<file path="config.mk">
export PLATFORM = sky130hd
export DESIGN_NAME = tap_ir_datapath
export DESIGN_NICKNAME = d
export VERILOG_FILES = /design/src/rtl/tap_pkg.sv /design/src/rtl/tap_ir_decode.sv /design/src/rtl/tap_ir_datapath.sv
export SDC_FILE = /design/constraint.sdc
export NUM_CORES = 1
export LEC_CHECK = 0
export ABC_AREA = 1
export CAP_MARGIN = 15
export CORE_AREA = 2 2 39 41
export DETAILED_ROUTE_END_ITERATION = 10
export DIE_AREA = 0 0 41 43
export DONT_BUFFER_PORTS = 1
export PLACE_DENSITY_LB_ADDON = 0.15
export SYNTH_ARGS = -nofsm -noshare
export SYNTH_HDL_FRONTEND = slang
export SYNTH_HIERARCHICAL = 1
export SYNTH_SLANG_ARGS = --single-unit
</file>
<file path="constraint.sdc">
create_clock -name clk -period 1.2 [get_ports clk]
set_clock_uncertainty 0.05 [all_clocks]
set_input_delay 0.24 -clock clk [delete_from_list [all_inputs] [get_ports clk]]
set_output_delay 0.24 -clock clk [all_outputs]
set_load 0.01 [all_outputs]
</file>
<file path="src/rtl/tap_pkg.sv">
// Shared TAP definitions: controller state codes, default opcodes and the
// decoded-select bundle used by the IR datapath.
package tap_pkg;

    // 4-bit state codes exactly as driven by the TAP controller state register
    typedef enum logic [3:0] {
        TAP_TLR       = 4'd0,
        TAP_RTI       = 4'd1,
        TAP_SEL_IR    = 4'd2,
        TAP_CAPTURE_IR = 4'd3,
        TAP_SHIFT_IR  = 4'd4,
        TAP_EXIT1_IR  = 4'd5,
        TAP_PAUSE_IR  = 4'd6,
        TAP_EXIT2_IR  = 4'd7,
        TAP_UPDATE_IR = 4'd8
    } tap_state_e;

    localparam logic [3:0] DEF_EXTEST_OP = 4'b0000;
    localparam logic [3:0] DEF_SAMPLE_OP = 4'b0001;
    localparam logic [3:0] DEF_IDCODE_OP = 4'b0010;
    localparam logic [3:0] DEF_BYPASS_OP = 4'b1111;

    typedef struct packed {
        logic extest;
        logic sample;
        logic idcode;
        logic bypass;
    } ir_sel_t;

    // Codes above Update_IR are not real states; fold them onto Test_logic_Reset
    function automatic tap_state_e norm_state(input logic [3:0] code);
        tap_state_e st;
        if (code > 4'd8) begin
            st = TAP_TLR;
        end else begin
            st = tap_state_e'(code);
        end
        return st;
    endfunction

endpackage

</file>
<file path="src/rtl/tap_ir_decode.sv">
// Combinational decode of the held instruction into one-hot test-mode selects.
// Anything not explicitly recognised falls through to BYPASS.
module tap_ir_decode
    import tap_pkg::*;
#(
    parameter int                    IR_WIDTH  = 4,
    parameter logic [IR_WIDTH-1:0]   EXTEST_OP = IR_WIDTH'(DEF_EXTEST_OP),
    parameter logic [IR_WIDTH-1:0]   SAMPLE_OP = IR_WIDTH'(DEF_SAMPLE_OP),
    parameter logic [IR_WIDTH-1:0]   IDCODE_OP = IR_WIDTH'(DEF_IDCODE_OP)
) (
    input  logic [IR_WIDTH-1:0] ir,
    output logic                sel_extest,
    output logic                sel_sample,
    output logic                sel_idcode,
    output logic                sel_bypass
);

    ir_sel_t sel;

    always_comb begin
        sel = '0;
        if (ir == EXTEST_OP) begin
            sel.extest = 1'b1;
        end else if (ir == SAMPLE_OP) begin
            sel.sample = 1'b1;
        end else if (ir == IDCODE_OP) begin
            sel.idcode = 1'b1;
        end else begin
            sel.bypass = 1'b1;
        end
    end

    assign sel_extest = sel.extest;
    assign sel_sample = sel.sample;
    assign sel_idcode = sel.idcode;
    assign sel_bypass = sel.bypass;

endmodule

</file>
<file path="src/rtl/tap_ir_datapath.sv">
// JTAG instruction-register datapath: capture/shift on TCK rising, update and
// TDO launch on TCK falling, all sequenced by the controller's state code.
module tap_ir_datapath
    import tap_pkg::*;
#(
    parameter int                    IR_WIDTH  = 4,
    parameter logic [IR_WIDTH-1:0]   IDCODE_OP = IR_WIDTH'(DEF_IDCODE_OP),
    parameter logic [IR_WIDTH-1:0]   SAMPLE_OP = IR_WIDTH'(DEF_SAMPLE_OP),
    parameter logic [IR_WIDTH-1:0]   EXTEST_OP = IR_WIDTH'(DEF_EXTEST_OP),
    parameter logic [IR_WIDTH-1:0]   BYPASS_OP = '1
) (
    input  logic                clk,
    input  logic                TRST,
    input  logic [3:0]          tap_state,
    input  logic                TDI,
    input  logic [IR_WIDTH-3:0] ir_status,
    output logic                TDO,
    output logic                tdo_en,
    output logic [IR_WIDTH-1:0] ir,
    output logic                sel_extest,
    output logic                sel_sample,
    output logic                sel_idcode,
    output logic                sel_bypass
);

    tap_state_e          state;
    logic [IR_WIDTH-1:0] sr_q, sr_d;
    logic [IR_WIDTH-1:0] ir_q, ir_d;
    logic                tdo_q, tdo_d;
    logic                tdo_en_q, tdo_en_d;

    assign state = norm_state(tap_state);

    // Rising-edge shift register: the low two capture bits are fixed at 01
    always_comb begin
        sr_d = sr_q;
        unique case (state)
            TAP_CAPTURE_IR: sr_d = {ir_status, 2'b01};
            TAP_SHIFT_IR:   sr_d = {TDI, sr_q[IR_WIDTH-1:1]};
            default:        sr_d = sr_q;
        endcase
    end

    always_comb begin
        ir_d = ir_q;
        unique case (state)
            TAP_UPDATE_IR: ir_d = sr_q;
            TAP_TLR:       ir_d = IDCODE_OP;
            default:       ir_d = ir_q;
        endcase
    end

    // TDO keeps its last bit when not shifting; only the enable drops
    always_comb begin
        tdo_d    = tdo_q;
        tdo_en_d = 1'b0;
        if (state == TAP_SHIFT_IR) begin
            tdo_d    = sr_q[0];
            tdo_en_d = 1'b1;
        end
    end

    always_ff @(posedge clk or posedge TRST) begin
        if (TRST) begin
            sr_q <= '0;
        end else begin
            sr_q <= sr_d;
        end
    end

    always_ff @(negedge clk or posedge TRST) begin
        if (TRST) begin
            ir_q     <= IDCODE_OP;
            tdo_q    <= 1'b0;
            tdo_en_q <= 1'b0;
        end else begin
            ir_q     <= ir_d;
            tdo_q    <= tdo_d;
            tdo_en_q <= tdo_en_d;
        end
    end

    assign ir     = ir_q;
    assign TDO    = tdo_q;
    assign tdo_en = tdo_en_q;

    // BYPASS_OP needs no dedicated compare: it shares the catch-all select
    tap_ir_decode #(
        .IR_WIDTH  (IR_WIDTH),
        .EXTEST_OP (EXTEST_OP),
        .SAMPLE_OP (SAMPLE_OP),
        .IDCODE_OP (IDCODE_OP)
    ) u_decode (
        .ir         (ir_q),
        .sel_extest (sel_extest),
        .sel_sample (sel_sample),
        .sel_idcode (sel_idcode),
        .sel_bypass (sel_bypass)
    );

endmodule

</file>
Word-level counts from Yosys, hierarchy flattened --
Index checks and enable logic that the tools add are counted.
Cells by class: bitwise operators 0, multiplexer cells 10, reductions and logical operators 4, equality and inequality tests 5, add/subtract/negate cells 0, magnitude comparators 1, shifts and indexed selects 0, divide/modulo/power cells 0, $mul 0
Operators with widths (count):
- $pmux 4 s2 | 2
- $eq 4x2->1 const B | 2
- $logic_not 4->1 | 2
- $mux 1 | 5
- $eq 4x1->1 const B | 1
- $eq 4x3->1 const B | 1
- $eq 4x4->1 const B | 1
- $gt 4x4->1 const B | 1
- $mux 4 | 1
- $reduce_bool 2->1 | 2
- $mux 3 | 1
- $mux 2 | 1
Storage, ports and cells: latch bits 0, word-level logic and storage cells 24, memories kept 0, register bits 10, ROM bits 0, RAM bits 0

Depth between registers and ports, before layout --
depth after elaboration 4, gate-level depth with buffers 6

Cells and area by module --
The synthesis kept the hierarchy.
Modules (own cells, without submodules):
- tap_ir_datapath | times used 1, cells each 59, area each 499.2 sq um, sequential area each 251.5 sq um
- tap_ir_decode | times used 1, cells each 13, area each 52.6 sq um, sequential area each 0.0 sq um

==> impl_metrics.toml <==
[status]
status = "finished with violations"
failed_checks = "setup timing"

[global_route]
grt_pass1_wl_mm = 2.035
grt_usage_pct = 17.94
grt_overflow = 0
antenna_found_initial = 0
grt_max_degree = 8
grt_pass1_vias = 519

[placed_design]
dpl.hpwl_um = 916.2
dp_slack_ns = -0.4204
port_buffers = 0
placed_area_um2 = 720.7
gp_congestion = 0.7152

[die]
start_util_pct = 39.87
num_rows = 14
ios = 19
die_h_um = 43
die_x_um = 41
placeableCoreArea_um2 = 1384
dieArea_um2 = 1763

[timing]
tns_ns = -6.658
rsz0062_at_grt = "true"
setup_viol_count_final = 15
layout_setup_ws_ns = -0.7688
worst_slew_pin_slew_ns = 0.1812
hold_viol = 0
relSlewSlack_pct = 87.89
slew_violations = 0

[logic_synthesis]
synthCells = 72
ys_seq_elements = 10
yosysSeqAreaShare_pct = 45.58
synth_cell_types = 15
synth_area_leaders = "dfrtn_1 (23%), dfrtp_1 (18%), inv_1 (11%)"
post_synth.cell_area_avg_um2 = 7.664
ys_warn_count = 6
synth_top_area_share_pct = 22.68
yosysTopAreaCell = "dfrtn_1"
netlist_area_um2 = 551.8
synth_nets = 81

[routing]
drt_drc_violations_left = 0
dr.pass1.iters = 2
postRouteAntennaNets = 0
drtIter0Drc = 4
wirelength_mm = 1.203
via_per_inst = 4.687
vias = 539
wire_per_inst_um = 10.46

[cts]
htreeDepth = 1
numCtsBuffers = 3
cts_tree = "done"
clock_tree.root_cell = "clkbuf_4"
clockBufferDepth = 2
cts.reportedPaths.clkPinSlew_ns = 0.07
clkLatencyLatePin_ns = 0.27
cts_sinks = 10

[power]
peakVddDrop_uv = 623.2
p_leak_uw = 0.0004663
power_density_nw_per_um2 = 1147

[worst_setup_path]
cp-end-kind = "output port"
reg2reg_slack_ns = -0.19
cp_data_required_time_ns = 0.91
crit_arrival_ns = 1.68
r2r_cells = 4
critPathLaunchType = "register"
reg2reg_from = "sr_q[1]$_DFFE_PP0P_"
crit_end = "sel_extest"
critPathLaunch = "ir[1]$_DFFE_NP1P_"
worstSetupPathType = "reg2out"
crit_fanout = 5
rr_endpoint = "ir[1]$_DFFE_NP1P_"

[cells_and_area]
layout.nets = 109
drive_gt1_share_pct = 49.49
num_antenna_cells = 0
final_util_pct = 60.58
final_area_um2 = 838.3
syn_to_final_growth_pct = 51.93
n_fill_cell = 148

[run]
maxCapViolCount = 0

[min_path]
hp-class = "in2reg"
hold_depth = 4
==> state kept, by name, summed over array words and instances (netlist names) <==
name,flops
tdo_en,1
sr_q,4
ir,4
TDO,1
==> metrics by stage <==
stage          instances  hold slack (ns)  power, µW
3_3_place_gp         104           0.1613      635.6
6_report             115           0.1387      961.1
4_1_cts              114           0.1423      939.0
5_1_grt              115           0.1835       1024
2_1_floorplan         72          0.02938      554.2
3_5_place_dp         104           0.1804      640.6
==> cell families after synthesis <==
kind of cell | share of synthesized area, %
AND/OR/NAND/NOR | 36.05
AO/OA/AOI/OAI | 6.122
flip-flops | 45.58
buffers and inverters | 12.25
==> synth_stat cells <==
| library cell | instances |
|---|---|
| nand2_4 | 2 |
| nor2_4 | 2 |
| o21ai_0 | 5 |
| dfstp_2 | 1 |
| inv_1 | 16 |
| nand4_1 | 1 |
| nor2_2 | 2 |
| nor2_1 | 5 |
| nand2_1 | 13 |
| o21ai_2 | 1 |
| nand2_2 | 2 |
| inv_2 | 2 |
| dfrtp_1 | 4 |
| dfrtn_1 | 5 |
| nand3_1 | 11 |
==> worst max-delay path: stages, from the launching register on <==
cell and delay (ns):
dfstp_2 0.56, inv_1 0.06, nand2_1 0.08, nor2_2 0.06
==> metal layers <==
| metal | global-route usage, % | wire length, µm | vias to the layer above |
|---|---|---|---|
| li1 | - | - | 273 |
| met1 | 18.24 | 450 | 249 |
| met2 | 28.13 | 657 | 13 |
| met3 | 7.330 | 56 | 4 |
| met4 | 12.00 | 38 | 0 |
| met5 | 0 | 0 | - |
==> worst min-delay path by stage <==
| stage | to | start | slack [ns] |
|---|---|---|---|
| after CTS | sr_q[3]$_DFFE_PP0P_ | ir_status[1] | 0.14 |
| after floorplan | sr_q[0]$_DFFE_PP0P_ | TRST | 0.03 |
| after global placement | sr_q[2]$_DFFE_PP0P_ | TRST | 0.16 |
| after global routing | sr_q[3]$_DFFE_PP0P_ | ir_status[1] | 0.18 |
| after detailed placement | sr_q[2]$_DFFE_PP0P_ | TRST | 0.18 |
| final | sr_q[3]$_DFFE_PP0P_ | ir_status[1] | 0.14 |
==> cell usage in the layout, fill, tap and decap left out <==
master	n
nor2_4	3
inv_16	1
nand2_2	4
nand3_2	1
buf_4	18
dlygate4sd3_1	1
nand3_1	10
dfstp_2	1
inv_2	4
nand2_4	2
inv_1	13
dfrtn_1	5
nand2_1	11
o21ai_2	4
o21ai_1	1
nor2_2	4
nor2_1	2
o21ai_0	1
nand4_1	1
buf_6	4
dfrtp_1	4
clkbuf_4	3
clkbuf_1	1
==> cell type report <==
type / instances / area (µm²) / share of cell area, %
clock buffers: 4 / 26.28 / 3.134
well taps: 16 / 20.02 / 2.388
inverters: 17 / 80.08 / 9.552
flip-flops and latches: 10 / 251.5 / 30.00
multi-input cells: 44 / 266.5 / 31.79
repair buffers: 23 / 190.2 / 22.69
clock inverters: 1 / 3.754 / 0.4478
==> where the power goes <==
group	leakage, µW	internal [µW]	switching, µW
Sequential	0.000126	386	33.7
Clock	0.0000203	133	125
Combinational	0.000320	155	129
Total	0.000466	673	288
==> what timing repair did <==
action                                 4_1_cts  5_1_grt
resized for setup                            3        9
hold buffers                                 1        0
endpoints found under the hold margin        4        0
pin swaps                                    4        1
setup buffers                                5        1
setup endpoints to repair                   15       18
No activity file was read; power rests on OpenSTA's default activity.
